File: src/rtl/wb_alu.sv
// wb_alu: Wishbone-mapped WIDTH-bit ALU (ADD/SUB/AND/OR/XOR, shift-add MUL) with status flags.
// Latency: ack one cycle after each accepted request; ALU ops 1 cycle after START, MUL WIDTH+1.
// Backpressure: never stalls (o_wb_stall=0); writes to OPA/OPB/CTRL while BUSY are dropped and flag ERR.
//
// Ports: clk/reset (sync, active-high); Wishbone slave i_wb_cyc, i_wb_stb, i_wb_we, i_wb_addr,
//        i_wb_data -> o_wb_ack, o_wb_stall, o_wb_data.
// Registers: +00 OPA, +04 OPB, +08 CTRL{[8] START, [4] SAT, [2:0] OP}, +0C STATUS, +10 RES_LO, +14 RES_HI.
// Optional feature macro: WB_ALU_SAT_EN (CTRL[4] enables unsigned saturating ADD/SUB).
module wb_alu #(
  parameter logic [31:0] BASE_ADDRESS = 32'h3000_0000,
  parameter int          WIDTH        = 8
) (
  input  logic        clk,
  input  logic        reset,
  input  logic        i_wb_cyc,
  input  logic        i_wb_stb,
  input  logic        i_wb_we,
  input  logic [31:0] i_wb_addr,
  input  logic [31:0] i_wb_data,
  output logic        o_wb_ack,
  output logic        o_wb_stall,
  output logic [31:0] o_wb_data
);

  localparam int CW = $clog2(WIDTH + 1);

  typedef enum logic [1:0] {IDLE, EXEC, MUL} state_t;
  state_t state, state_nxt;

  logic [WIDTH-1:0] opa, opb, res_lo, res_hi;
  logic [2:0]       op;
`ifdef WB_ALU_SAT_EN
  logic             sat;
`endif
  logic done, carry, ovf, zero, err;
  logic busy;

  logic [2*WIDTH-1:0] mcand, acc, acc_step;
  logic [WIDTH-1:0]   mplier;
  logic [CW-1:0]      cnt;

  // ---------------- bus decode ----------------
  logic        req, wr, mapped;
  logic [31:0] off;
  logic [2:0]  idx;
  logic        wr_opa, wr_opb, wr_ctrl, wr_stat, cfg_wr;
  logic        start_req, op_legal, start, illegal, err_set;
  logic        complete, done_clr, err_clr;
  logic [31:0] rdata;
  logic        unused_bits;

  assign req    = i_wb_cyc & i_wb_stb;
  assign off    = i_wb_addr - BASE_ADDRESS;
  // Only word-aligned offsets inside the 6-word window are decoded.
  assign mapped = (off < 32'h18) && (off[1:0] == 2'b00);
  assign idx    = off[4:2];
  assign wr     = req & i_wb_we & mapped;

  assign wr_opa  = wr && (idx == 3'd0);
  assign wr_opb  = wr && (idx == 3'd1);
  assign wr_ctrl = wr && (idx == 3'd2);
  assign wr_stat = wr && (idx == 3'd3);
  assign cfg_wr  = wr_opa | wr_opb | wr_ctrl;

  assign busy      = (state != IDLE);
  assign start_req = wr_ctrl && i_wb_data[8] && !busy;
  assign op_legal  = (i_wb_data[2:0] <= 3'd5);
  assign start     = start_req && op_legal;
  assign illegal   = start_req && !op_legal;
  assign err_set   = (cfg_wr && busy) || illegal;

  assign complete  = ((state == EXEC) && (op != 3'd5)) ||
                     ((state == MUL) && (cnt == CW'(1)));
  assign done_clr  = wr_stat && i_wb_data[1];
  assign err_clr   = wr_stat && i_wb_data[5];

  assign o_wb_stall  = 1'b0;
  // Bits of the write data / address offset that carry no meaning for this map.
  assign unused_bits = ^{i_wb_data, off};

  // ---------------- single-cycle ALU ----------------
  logic [WIDTH:0]   sum, diff;
  logic [WIDTH-1:0] ex_lo, ex_hi;
  logic             ex_c, ex_v;

  assign sum  = {1'b0, opa} + {1'b0, opb};
  assign diff = {1'b0, opa} - {1'b0, opb};

  always_comb begin
    ex_lo = '0;
    ex_hi = '0;
    ex_c  = 1'b0;
    ex_v  = 1'b0;
    case (op)
      3'd0: begin
        ex_lo = sum[WIDTH-1:0];
        ex_c  = sum[WIDTH];
        ex_hi = WIDTH'(sum[WIDTH]);
        ex_v  = (opa[WIDTH-1] == opb[WIDTH-1]) && (sum[WIDTH-1] != opa[WIDTH-1]);
`ifdef WB_ALU_SAT_EN
        if (sat && sum[WIDTH]) ex_lo = '1;
`endif
      end
      3'd1: begin
        ex_lo = diff[WIDTH-1:0];
        ex_c  = diff[WIDTH];  // borrow, i.e. opa < opb unsigned
        ex_v  = (opa[WIDTH-1] != opb[WIDTH-1]) && (diff[WIDTH-1] != opa[WIDTH-1]);
`ifdef WB_ALU_SAT_EN
        if (sat && diff[WIDTH]) ex_lo = '0;
`endif
      end
      3'd2:    ex_lo = opa & opb;
      3'd3:    ex_lo = opa | opb;
      3'd4:    ex_lo = opa ^ opb;
      default: ex_lo = '0;
    endcase
  end

  // One shift-add step: accumulate the shifted multiplicand when the multiplier LSB is set.
  assign acc_step = mplier[0] ? (acc + mcand) : acc;

  // ---------------- FSM ----------------
  always_ff @(posedge clk) begin
    if (reset) state <= IDLE;
    else       state <= state_nxt;
  end

  always_comb begin
    state_nxt = state;
    case (state)
      IDLE:    if (start) state_nxt = EXEC;
      EXEC:    state_nxt = (op == 3'd5) ? MUL : IDLE;
      MUL:     if (cnt == CW'(1)) state_nxt = IDLE;
      default: state_nxt = IDLE;
    endcase
  end

  // ---------------- read mux ----------------
  always_comb begin
    rdata = '0;
    case (idx)
      3'd0: rdata = 32'(opa);
      3'd1: rdata = 32'(opb);
`ifdef WB_ALU_SAT_EN
      3'd2: rdata = {27'd0, sat, 1'b0, op};
`else
      3'd2: rdata = {29'd0, op};
`endif
      3'd3: rdata = {26'd0, err, zero, ovf, carry, done, busy};
      3'd4: rdata = 32'(res_lo);
      3'd5: rdata = 32'(res_hi);
      default: rdata = '0;
    endcase
  end

  // ---------------- registers ----------------
  always_ff @(posedge clk) begin
    if (reset) begin
      o_wb_ack  <= 1'b0;
      o_wb_data <= '0;
      opa       <= '0;
      opb       <= '0;
      op        <= '0;
`ifdef WB_ALU_SAT_EN
      sat       <= 1'b0;
`endif
      done      <= 1'b0;
      carry     <= 1'b0;
      ovf       <= 1'b0;
      zero      <= 1'b0;
      err       <= 1'b0;
      res_lo    <= '0;
      res_hi    <= '0;
      mcand     <= '0;
      mplier    <= '0;
      acc       <= '0;
      cnt       <= '0;
    end else begin
      o_wb_ack  <= req;
      o_wb_data <= (req && !i_wb_we && mapped) ? rdata : 32'd0;

      if (wr_opa && !busy) opa <= i_wb_data[WIDTH-1:0];
      if (wr_opb && !busy) opb <= i_wb_data[WIDTH-1:0];
      if (wr_ctrl && !busy) begin
        op <= i_wb_data[2:0];
`ifdef WB_ALU_SAT_EN
        sat <= i_wb_data[4];
`endif
      end

      // Hardware set wins over a same-edge write-1-to-clear.
      if (start)         done <= 1'b0;
      else if (complete) done <= 1'b1;
      else if (done_clr) done <= 1'b0;

      if (err_set)      err <= 1'b1;
      else if (err_clr) err <= 1'b0;

      if (start) begin
        carry <= 1'b0;
        ovf   <= 1'b0;
        zero  <= 1'b0;
      end

      case (state)
        EXEC: begin
          if (op == 3'd5) begin
            mcand  <= {{WIDTH{1'b0}}, opa};
            mplier <= opb;
            acc    <= '0;
            cnt    <= CW'(WIDTH);
          end else begin
            res_lo <= ex_lo;
            res_hi <= ex_hi;
            carry  <= ex_c;
            ovf    <= ex_v;
            zero   <= (ex_lo == '0) && (ex_hi == '0);
          end
        end
        MUL: begin
          acc    <= acc_step;
          mcand  <= mcand << 1;
          mplier <= mplier >> 1;
          cnt    <= cnt - CW'(1);
          if (cnt == CW'(1)) begin
            res_lo <= acc_step[WIDTH-1:0];
            res_hi <= acc_step[2*WIDTH-1:WIDTH];
            carry  <= 1'b0;
            ovf    <= 1'b0;
            zero   <= (acc_step == '0);
          end
        end
        default: ;
      endcase
    end
  end

endmodule

File: config.mk
export PLATFORM = sky130hd
export DESIGN_NAME = wb_alu
export DESIGN_NICKNAME = d
export VERILOG_FILES = /design/src/rtl/wb_alu.sv
export SDC_FILE = /design/constraint.sdc
export NUM_CORES = 1
export LEC_CHECK = 0
export ABC_AREA = 1
export CELL_PAD_IN_SITES_DETAIL_PLACEMENT = 0
export CELL_PAD_IN_SITES_GLOBAL_PLACEMENT = 1
export CORE_MARGIN = 8
export CORE_UTILIZATION = 35
export DETAILED_ROUTE_END_ITERATION = 7
export GPL_ROUTABILITY_DRIVEN = 0
export PLACE_DENSITY = 0.77
export SLEW_MARGIN = 15
export SYNTH_ARGS = -nofsm -noshare
export SYNTH_HDL_FRONTEND = slang
export SYNTH_SLANG_ARGS = --single-unit
File: constraint.sdc
create_clock -name clk -period 1.9 [get_ports clk]
set_input_delay 0.475 -clock clk [delete_from_list [all_inputs] [get_ports clk]]
set_output_delay 0.475 -clock clk [all_outputs]
set_load 0.01 [all_outputs]
==> flow_metrics.py, run 1 <==
metrics = {
    "yosys": {
        "muxShareOfSynthArea_pct": 0.1502,
        "synth_top_family_by_area": "simple AND/OR/NAND/NOR gates",
        "synth_compound_area_share_pct": 18.83,
        "synth-edff-count": 0,
        "yosys.area_share.simple_pct": 30.44,
        "synthAdderAreaFrac_pct": 9.350,
        "synth_xor_area_share_pct": 0.5257,
        "synth-seq-cells": 95,
        "synth.distinct_cells": 50,
        "yosys_warnings": 0,
        "synthFlopType": "dfxtp_1",
        "syn_avg_cell_area_um2": 6.697,
        "netlist_area_um2": 6664,
        "async_flop_share_pct": 0,
        "netlist_instances": 995,
        "synth_seq_area_share_pct": 28.54,
    },
    "setup_path": {
        "crit_path_start": "opa[0]",
        "worstSetupStartpointType": "register",
        "cp_slowest_stage_delay_ns": 0.37,
        "crit_buf_inv": 3,
        "slowest_stage": "fa_2",
        "arrival_ns": 2.44,
        "critPathKind": "reg2reg",
        "cp.required_ns": 2.19,
        "crit_top_cell": "nand2_1",
        "cp_top_family": "simple AND/OR/NAND/NOR gates",
        "end_kind": "register",
        "r2r-start": "opa[0]",
        "worstPathMaxFanout": 3,
        "crit_chain": "inv_2 -> ha_4 -> inv_2 -> fa_2 -> buf_6 -> nand4_1 -> nand3_2 -> nor2_1 -> nor2_1 -> nand2_2 -> nand3_4 -> nor3_2 -> nand3b_1 -> nand2_1 -> nand2_1 -> nand2_1",
    },
    "grt": {
        "grt_overflow": 0,
        "first_global_vias": 7040,
        "grt_max_degree": 47,
        "grt_pass1_wl_um": 36080,
        "antenna_found_initial": 0,
        "grt_util_all_layers_pct": 18.79,
    },
    "cts": {
        "h-tree-depth": 3,
        "clk_latency_ns": 0.35,
        "clk_pin_slew_ns": 0.07,
        "cts_sinks": 95,
        "cts_made_buffers": 9,
        "cts_root_buf": "clkbuf_16",
        "cts.path.max_buffers": 2,
        "tritoncts": "done",
    },
    "route": {
        "detail_route.vias_per_cell": 5.067,
        "drt.antenna.violating_nets": 0,
        "routed_wirelength_um": 23760,
        "drt-pass1-iter-count": 7,
        "wl_per_cell_um": 16.29,
        "dr.first_iter.drc_count": 403,
        "drc_errors": 0,
        "vias": 7387,
    },
    "place": {
        "hpwl_um": 17540,
        "pre_cts_slack_ns": -0.4667,
        "port_buffers": 54,
    },
    "timing": {
        "rsz0062_at_grt": "true",
        "timing.fmax_ghz": 0.4646,
        "finalSetupViolCount": 10,
        "finalMaxSlewViolations": 0,
        "hold_viol": 0,
        "finalClockSkew_ns": 0.008176,
        "fin_ws_ns": -0.2522,
        "period_minus_slack_ns": 2.152,
        "fin_crit_sh_pct": 113.3,
        "holdWs_ns": 0.4676,
    },
    "finish": {
        "area_delta_synth_final_pct": 51.93,
        "diodes": 0,
        "drive_above_1_share_pct": 36.27,
        "layout_common_cells": "nand2_1 (199), buf_4 (165), inv_1 (96)",
        "final_nets": 1337,
        "mostFrequentLayoutCell": "nand2_1",
    },
    "die": {
        "fp-row-count": 50,
        "die_w_um": 154.0,
        "die_h_um": 154.0,
        "num_io_pins": 103,
        "dieArea_um2": 23710,
        "initial_utilization_pct": 35.63,
        "core_area_um2": 18710,
    },
    "power": {
        "peakVddDrop_mv": 0.4178,
        "powerDensity_nw_per_um2": 396.2,
        "p_leak_nw": 4.394,
    },
    "status": {
        "status": "complete, but fails checks",
        "violations": "negative setup slack",
    },
    "hold_path": {
        "min-delay-start": "mplier[1]",
        "hp-class": "reg2reg",
    },
    "run": {
        "cap_violations": 0,
    },
}
-- path summary, 6_finish.rpt --
check        slack [ns]  cells past startpoint        end
max               -0.25                     16       zero
min                0.47                      2  mplier[0]
max reg2reg       -0.25                     16       zero
min reg2reg        0.47                      2  mplier[0]
-- sequential cells by signal, indices dropped and copies added, names as in the netlist --
register   flops
acc           16
carry          1
cnt            4
done           1
err            1
mcand         16
mplier         8
o_wb_ack       1
o_wb_data      8
op             3
opa            8
opb            8
ovf            1
res_hi         8
res_lo         8
state          2
zero           1
-- cells in the mapped netlist (2+ instances only) --
master,number,share of area [%]
buf_6,2,0.34
nor3_4,3,0.73
o21ai_0,66,5.0
nand3b_1,7,0.79
a21oi_1,81,6.1
nand2_1,239,13
a211oi_1,3,0.34
buf_4,29,3.3
nand4_1,15,1.4
nor2_4,2,0.34
nor3_1,14,1.1
inv_2,10,0.56
nor2_1,77,4.3
nand2_4,2,0.34
a221oi_1,4,0.53
nand3_1,65,4.9
a31oi_1,28,2.6
o21bai_1,2,0.23
a211oi_2,8,1.5
o22ai_1,9,0.84
a32o_1,2,0.30
or2_2,8,0.75
fa_1,3,0.90
o21ai_1,3,0.23
nor3_2,3,0.45
xnor2_1,2,0.26
xor2_1,2,0.26
nand3_4,2,0.53
nand2_2,3,0.28
dfxtp_1,95,29
inv_1,110,6.2
nor4_1,4,0.38
buf_2,8,0.60
nor2_2,4,0.38
clkbuf_1,18,1.0
ha_1,45,8.4
a22oi_1,2,0.23
o211ai_1,3,0.34
-- per-stage QoR --
step / util [%] / power, mW / instance area, µm² / setup TNS, ns / std cells
after floorplan: - / 2.166 / 6768 / 0 / 1019
after global placement: 46.12 / 2.300 / 8627 / -15.56 / 1426
after detailed placement: 46.12 / 2.300 / 8627 / -15.29 / 1426
after CTS: 50.35 / 4.051 / 9418 / -1.094 / 1452
after global routing: 54.13 / 4.147 / 10120 / -2.439 / 1458
final: 54.13 / 4.012 / 10120 / -0.9874 / 1458
-- tightest hold or removal path: stages (launching register included) --
cell     delay (ns)
dfxtp_1        0.31
nand2_1        0.05
a31oi_1        0.07
-- report_power, final --
group	total (mW)	internal (mW)	switching, mW
registers	1.99	1.99	0.000282
clock network	1.76	0.929	0.831
logic	0.266	0.120	0.146
-- logic make-up (layout without fill, tap and decap cells) --
group,Yosys count,count (layout)
multiplexers,1,1
adder cells (fa/ha/maj),48,48
other,1,25
flip-flops,95,95
AO/OA/AOI/OAI,216,216
buffers and inverters,179,383
AND/OR/NAND/NOR,451,452
XOR/XNOR,4,4
-- repair_timing --
item,in CTS,in global routing
pin swaps,59,86
resized for setup,128,176
hold buffers,0,0
endpoints found under the hold margin,0,0
buffers inserted,10,7
cloned,1,2
endpoints found under the setup margin,47,87
-- layer usage --
| layer | GRT usage [%] | routed length [µm] | vias up |
|---|---|---|---|
| met2 | 30.05 | 10640 | 225 |
| met4 | 5.413 | 458 | 0 |
| met5 | 0 | 0 | - |
| li1 | - | - | 3713 |
| met3 | 3.139 | 1560 | 28 |
| met1 | 25.43 | 11100 | 3421 |
-- cell type report --
type / count / area, µm²
clock buffer: 10 / 239.0
clock inverter: 5 / 41.29
timing repair inverter: 1 / 7.507
tap: 234 / 292.8
fill: 1771 / 8581
sequential: 95 / 1947
timing repair buffer: 246 / 2162
multi-input combinational: 746 / 4964
inverter: 121 / 471.7
No activity file was read; power rests on OpenSTA's default activity.
==> run 2, diff against run 1 <==
--- a/config.mk
+++ b/config.mk
@@ -8,11 +8,12 @@
 export ABC_AREA = 1
 export CELL_PAD_IN_SITES_DETAIL_PLACEMENT = 0
 export CELL_PAD_IN_SITES_GLOBAL_PLACEMENT = 1
-export CORE_MARGIN = 8
+export CORE_MARGIN = 2
 export CORE_UTILIZATION = 35
 export DETAILED_ROUTE_END_ITERATION = 7
 export GPL_ROUTABILITY_DRIVEN = 0
 export PLACE_DENSITY = 0.77
+export RECOVER_POWER = 25
 export SLEW_MARGIN = 15
 export SYNTH_ARGS = -nofsm -noshare
 export SYNTH_HDL_FRONTEND = slang
==> flow_metrics.py, run 2 (synthesized netlist as in run 1, its figures left out) <==
metrics = {
    "cts": {
        "tritoncts": "done",
        "clk_pin_slew_ns": 0.07,
        "cts.path.max_buffers": 2,
        "cts_root_buf": "clkbuf_16",
        "cts_sinks": 95,
        "clk_latency_ns": 0.36,
        "cts_made_buffers": 9,
        "h-tree-depth": 3,
    },
    "setup_path": {
        "arrival_ns": 2.50,
        "worstSetupStartpointType": "register",
        "crit_chain": "buf_6 -> ha_4 -> fa_2 -> nand2_2 -> inv_2 -> o21ai_2 -> nand2_2 -> o21ai_2 -> nand3_2 -> nor3_2 -> nand3b_1 -> nand2_1 -> nand2_1 -> nand2_1",
        "r2r-end": "zero",
        "crit_top_cell": "nand2_1",
        "crit_cells": 14,
        "worstPathMaxFanout": 3,
        "cp_slowest_stage_delay_ns": 0.38,
        "critPathKind": "reg2reg",
        "reg2reg_slack_ns": -0.29,
        "rr_worst_depth": 14,
        "crit_buf_inv": 2,
        "slowest_stage": "fa_2",
        "end_kind": "register",
        "cp_top_family": "simple AND/OR/NAND/NOR gates",
        "cp.required_ns": 2.20,
        "r2r-start": "opa[0]",
    },
    "finish": {
        "final_cells": 1446,
        "final_nets": 1324,
        "postLayoutCellArea_um2": 9749,
        "fillers": 1828,
        "mostFrequentLayoutCell": "nand2_1",
        "diodes": 0,
        "top_regs": "acc: 16 flops, mcand: 16 flops",
        "final_util_pct": 52.12,
        "layout_common_cells": "nand2_1 (210), buf_4 (162), inv_1 (96)",
        "area_delta_synth_final_pct": 46.30,
        "drive_above_1_share_pct": 32.01,
    },
    "route": {
        "wl_per_cell_um": 15.87,
        "drt-pass1-iter-count": 5,
        "drt.antenna.violating_nets": 0,
        "routed_wirelength_um": 22950,
        "vias": 7253,
        "detail_route.vias_per_cell": 5.016,
        "dr.first_iter.drc_count": 434,
        "drc_errors": 0,
    },
    "die": {
        "fp-row-count": 50,
        "initial_utilization_pct": 35.63,
        "die_w_um": 142.0,
        "core_area_um2": 18710,
        "die_h_um": 142.0,
        "num_io_pins": 103,
        "dieArea_um2": 20160,
    },
    "status": {
        "status": "complete, but fails checks",
        "violations": "negative setup slack",
    },
    "timing": {
        "period_minus_slack_ns": 2.194,
        "rsz0062_at_grt": "true",
        "finalClockSkew_ns": 0.007282,
        "fin_ws_ns": -0.2937,
        "holdWs_ns": 0.4635,
        "finalSetupViolCount": 11,
        "finalMaxSlewViolations": 0,
        "fin_crit_sh_pct": 115.5,
        "hold_viol": 0,
        "timing.fmax_ghz": 0.4559,
        "fin_tns_setup_ns": -1.143,
    },
    "hold_path": {
        "min_path_cells": 2,
        "min-delay-start": "mplier[6]",
        "hp-class": "reg2reg",
        "min_to": "mplier[5]",
    },
    "grt": {
        "first_global_vias": 6710,
        "globalRouteMet3Util_pct": 3.028,
        "grt_util_all_layers_pct": 22.41,
        "grt_max_degree": 53,
        "grt_pass1_wl_um": 35440,
        "antenna_found_initial": 0,
        "busiest_layer": "met2",
        "grt_overflow": 0,
        "grt_use_met2_pct": 36.23,
        "grt_use_met1_pct": 31.45,
    },
    "run": {
        "cap_violations": 0,
    },
    "place": {
        "hpwl_um": 16990,
        "port_buffers": 54,
        "placed_area_um2": 8529,
        "pre_cts_slack_ns": -0.4548,
        "dp.cells": 1413,
    },
    "power": {
        "peakVddDrop_mv": 0.3832,
        "p_leak_nw": 4.349,
        "finalPower_mw": 4.301,
        "powerDensity_nw_per_um2": 441.1,
    },
}
run 2: worst max-delay path by stage:
stage / start / end
finish: opa[0] / zero
global route: mcand[0] / zero
CTS: mcand[0] / zero
detailed placement: i_wb_addr[25] / opb[0]
global placement: i_wb_addr[25] / opb[1]
floorplan: opb[2] / zero
run 2: layer usage:
metal  wire [µm]  vias to the layer above
met1       10770                     3333
met3        1272                       17
met5           0                        -
met2       10570                      201
li1            -                     3702
met4         329                        0
run 2: layout make-up:
class,instances,area [µm²],share of cell area (%)
multi-input cells,746,4674,47.95
repair buffers,233,2043,20.96
flip-flops and latches,95,1936,19.85
inverters,121,467.9,4.800
well taps,234,292.8,3.003
clock buffers,9,225.2,2.310
clock inverters,7,102.6,1.052
repair inverters,1,7.507,0.07700
run 2: worst reg2reg max path, cell delays in order, from the launching register on:
cell and delay (ns):
dfxtp_4 0.36, buf_6 0.12, ha_4 0.16, fa_2 0.38
nand2_2 0.09, inv_2 0.04, o21ai_2 0.14, nand2_2 0.08
o21ai_2 0.15, nand3_2 0.12, nor3_2 0.19, nand3b_1 0.13
nand2_1 0.09, nand2_1 0.04, nand2_1 0.04
run 2: report_power, final:
| part | switching, mW | internal (mW) | total (mW) |
|---|---|---|---|
| sequential | 0.000117 | 1.99 | 1.99 |
| combinational | 0.143 | 0.126 | 0.269 |
| clock | 0.873 | 1.17 | 2.05 |
run 2: repair_timing:
| action | in CTS | in global routing |
|---|---|---|
| setup endpoints to repair | 39 | 90 |
| pin swaps | 43 | 69 |
| setup buffers | 12 | 3 |
| gates resized for setup | 99 | 122 |
| gates cloned | 1 | 2 |
| hold buffers | 0 | 0 |
==> run 3, diff against run 2 <==
--- a/config.mk
+++ b/config.mk
@@ -5,14 +5,13 @@
 export SDC_FILE = /design/constraint.sdc
 export NUM_CORES = 1
 export LEC_CHECK = 0
-export ABC_AREA = 1
 export CELL_PAD_IN_SITES_DETAIL_PLACEMENT = 0
 export CELL_PAD_IN_SITES_GLOBAL_PLACEMENT = 1
 export CORE_MARGIN = 2
 export CORE_UTILIZATION = 35
 export DETAILED_ROUTE_END_ITERATION = 7
 export GPL_ROUTABILITY_DRIVEN = 0
-export PLACE_DENSITY = 0.77
+export PLACE_DENSITY = 0.74
 export RECOVER_POWER = 25
 export SLEW_MARGIN = 15
 export SYNTH_ARGS = -nofsm -noshare
==> flow_metrics.py, run 3 <==
metrics = {
    "status": {
        "status": "complete, but fails checks",
        "violations": "negative setup slack",
    },
    "place": {
        "port_buffers": 54,
        "placed_area_um2": 8986,
        "hpwl_um": 16180,
    },
    "finish": {
        "regArea_um2": 1941,
        "fillers": 1669,
        "area_delta_synth_final_pct": 54.28,
        "mostFrequentLayoutCell": "buf_4",
        "top_regs": "acc: 16 flops, mcand: 16 flops",
        "multiInputGateArea_um2": 4930,
        "layout_common_cells": "buf_4 (220), nor2_1 (101), dfxtp_1 (78)",
        "final_nets": 1183,
        "final_util_pct": 54.60,
        "postLayoutCellArea_um2": 10110,
        "drive_above_1_share_pct": 40.62,
        "diodes": 0,
    },
    "setup_path": {
        "worstPathMaxFanout": 2,
        "cp_top_family": "compound AO/OA/AOI/OAI gates",
        "arrival_ns": 3.12,
        "worstSetupStartpointType": "register",
        "cp.required_ns": 2.16,
        "crit_buf_inv": 1,
        "end_kind": "register",
        "critPathKind": "reg2reg",
        "cp_slowest_stage_delay_ns": 0.43,
        "slowest_stage": "or4_4",
        "crit_chain": "ha_4 -> fa_2 -> a21o_1 -> a221o_2 -> buf_4 -> xor2_1 -> mux2i_1 -> and3_1 -> nand4_1 -> or4_4 -> o41ai_2",
    },
    "route": {
        "dr.first_iter.drc_count": 441,
        "vias": 6691,
        "wl_per_cell_um": 16.67,
        "routed_wirelength_um": 21760,
        "drc_errors": 0,
        "drt.antenna.violating_nets": 0,
        "detail_route.vias_per_cell": 5.127,
        "drt-pass1-iter-count": 7,
    },
    "grt": {
        "grt_pass1_wl_um": 34380,
        "grt_util_all_layers_pct": 21.82,
        "antenna_found_initial": 0,
        "first_global_vias": 6568,
        "grt_max_degree": 47,
        "grt_overflow": 0,
    },
    "yosys": {
        "synthFlopType": "dfxtp_1",
        "synth_common_cells": "nor2_1 (105), dfxtp_1 (95), nand2_1 (58)",
        "netlist_instances": 800,
        "async_flop_share_pct": 0,
        "synth-seq-cells": 95,
        "yosys_warnings": 0,
        "synth_top_area_share_pct": 29.02,
        "yosys.area.top_type": "dfxtp_1",
        "syn_avg_cell_area_um2": 8.192,
        "synth_seq_area_share_pct": 29.02,
        "synth-edff-count": 0,
        "synth_most_common_cell": "nor2_1",
        "synth.distinct_cells": 76,
        "netlist_area_um2": 6554,
        "ys_top_cells_by_area": "dfxtp_1 (29%), ha_1 (8.6%), nor2_1 (6.0%), mux2i_1 (5.8%), a22oi_1 (4.0%)",
    },
    "cts": {
        "cts.path.max_buffers": 2,
        "cts_root_buf": "clkbuf_16",
        "cts_hold_buf": 0,
        "clk_latency_ns": 0.36,
        "h-tree-depth": 3,
        "cts_made_buffers": 9,
        "tritoncts": "done",
        "clk_pin_slew_ns": 0.07,
        "cts_sinks": 95,
    },
    "die": {
        "die_w_um": 140.8,
        "die_h_um": 140.8,
        "num_io_pins": 103,
        "core_area_um2": 18520,
        "initial_utilization_pct": 35.39,
        "dieArea_um2": 19840,
        "fp-row-count": 50,
    },
    "timing": {
        "timing.fmax_ghz": 0.3496,
        "fin_crit_sh_pct": 150.5,
        "period_minus_slack_ns": 2.860,
        "finalMaxSlewViolations": 0,
        "finalClockSkew_ns": 0.005929,
        "tightest_slew_ns": 0.5523,
        "holdWs_ns": 0.4539,
        "rsz0062_at_grt": "true",
        "fin_ws_ns": -0.9603,
        "slew-limit-headroom_pct": 63.18,
        "finalSetupViolCount": 56,
        "hold_viol": 0,
    },
    "run": {
        "cap_violations": 0,
    },
    "hold_path": {
        "hp-class": "reg2reg",
    },
    "power": {
        "p_leak_nw": 4.313,
        "peakVddDrop_mv": 0.4538,
        "powerDensity_nw_per_um2": 406.0,
        "finalPower_mw": 4.105,
    },
}
==> run 3: cells by family (layout without fill, tap and decap cells) <==
kind of cell | Yosys count | after routing | synth area share, %
AND/OR/NAND/NOR | 273 | 273 | 19.93
AO/OA/AOI/OAI | 206 | 206 | 22.64
buffers and inverters | 110 | 357 | 7.885
flip-flops | 95 | 95 | 29.02
multiplexers | 52 | 52 | 8.954
adder cells (fa/ha/maj) | 48 | 48 | 9.507
XOR/XNOR | 15 | 15 | 2.004
other | 1 | 25 | 0.05722
==> run 3: area by class of cell <==
class	count	area share [%]
Timing Repair Buffer	303	24.69
Sequential cell	95	19.19
Clock inverter	7	0.7796
Clock buffer	9	2.227
Multi-Input combinational cell	619	48.76
Tap cell	234	2.896
Inverter	38	1.460
==> run 3: worst reg2reg max path, delay by kind of cell, from the launching register on <==
| kind | cells | cell delay, ns |
|---|---|---|
| AO/OA/AOI/OAI | 3 | 0.75 |
| AND/OR/NAND/NOR | 3 | 0.73 |
| adder cells (fa/ha/maj) | 2 | 0.50 |
| flip-flops | 1 | 0.34 |
| buffers and inverters | 1 | 0.16 |
| multiplexers | 1 | 0.16 |
| XOR/XNOR | 1 | 0.13 |
==> run 3: routing by layer <==
layer	vias to the layer above	global-route usage, %	routed length (µm)	part of all wire [%]
met1	3185	28.63	9765	45
li1	3363	-	-	-
met3	25	2.378	700	3.2
met4	0	5.842	482	2.2
met5	-	0	0	0
met2	118	38.20	10810	50
==> run 3: repair_timing <==
action                     CTS  global route
resized for setup          178            79
setup buffers               20            16
pin swaps                   69            61
setup endpoints to repair   81            77
gates cloned                 0             0
==> run 3: path summary, 6_finish.rpt <==
path	to	startpoint	cells after the start	slack [ns]
setup / recovery	zero	mcand[0]	11	-0.96
hold / removal	res_lo[4]	res_lo[4]	2	0.45
setup reg to reg	zero	mcand[0]	11	-0.96
hold reg to reg	res_lo[4]	res_lo[4]	2	0.45
==> run 3: power by group <==
group,total (mW),internal [mW],switching (mW)
registers,1.98,1.98,0.000172
logic,0.231,0.105,0.127
clock network,1.89,1.04,0.856
==> run 3: per-stage QoR <==
stage               cells  setup TNS [ns]  worst slack [ns]
floorplan             824          -9.014           -0.9381
global route         1305          -24.47            -1.069
CTS                  1295          -13.84           -0.9656
global placement     1260          -38.18           -0.9767
finish               1305          -16.82           -0.9603
detailed placement   1260          -40.16            -1.013
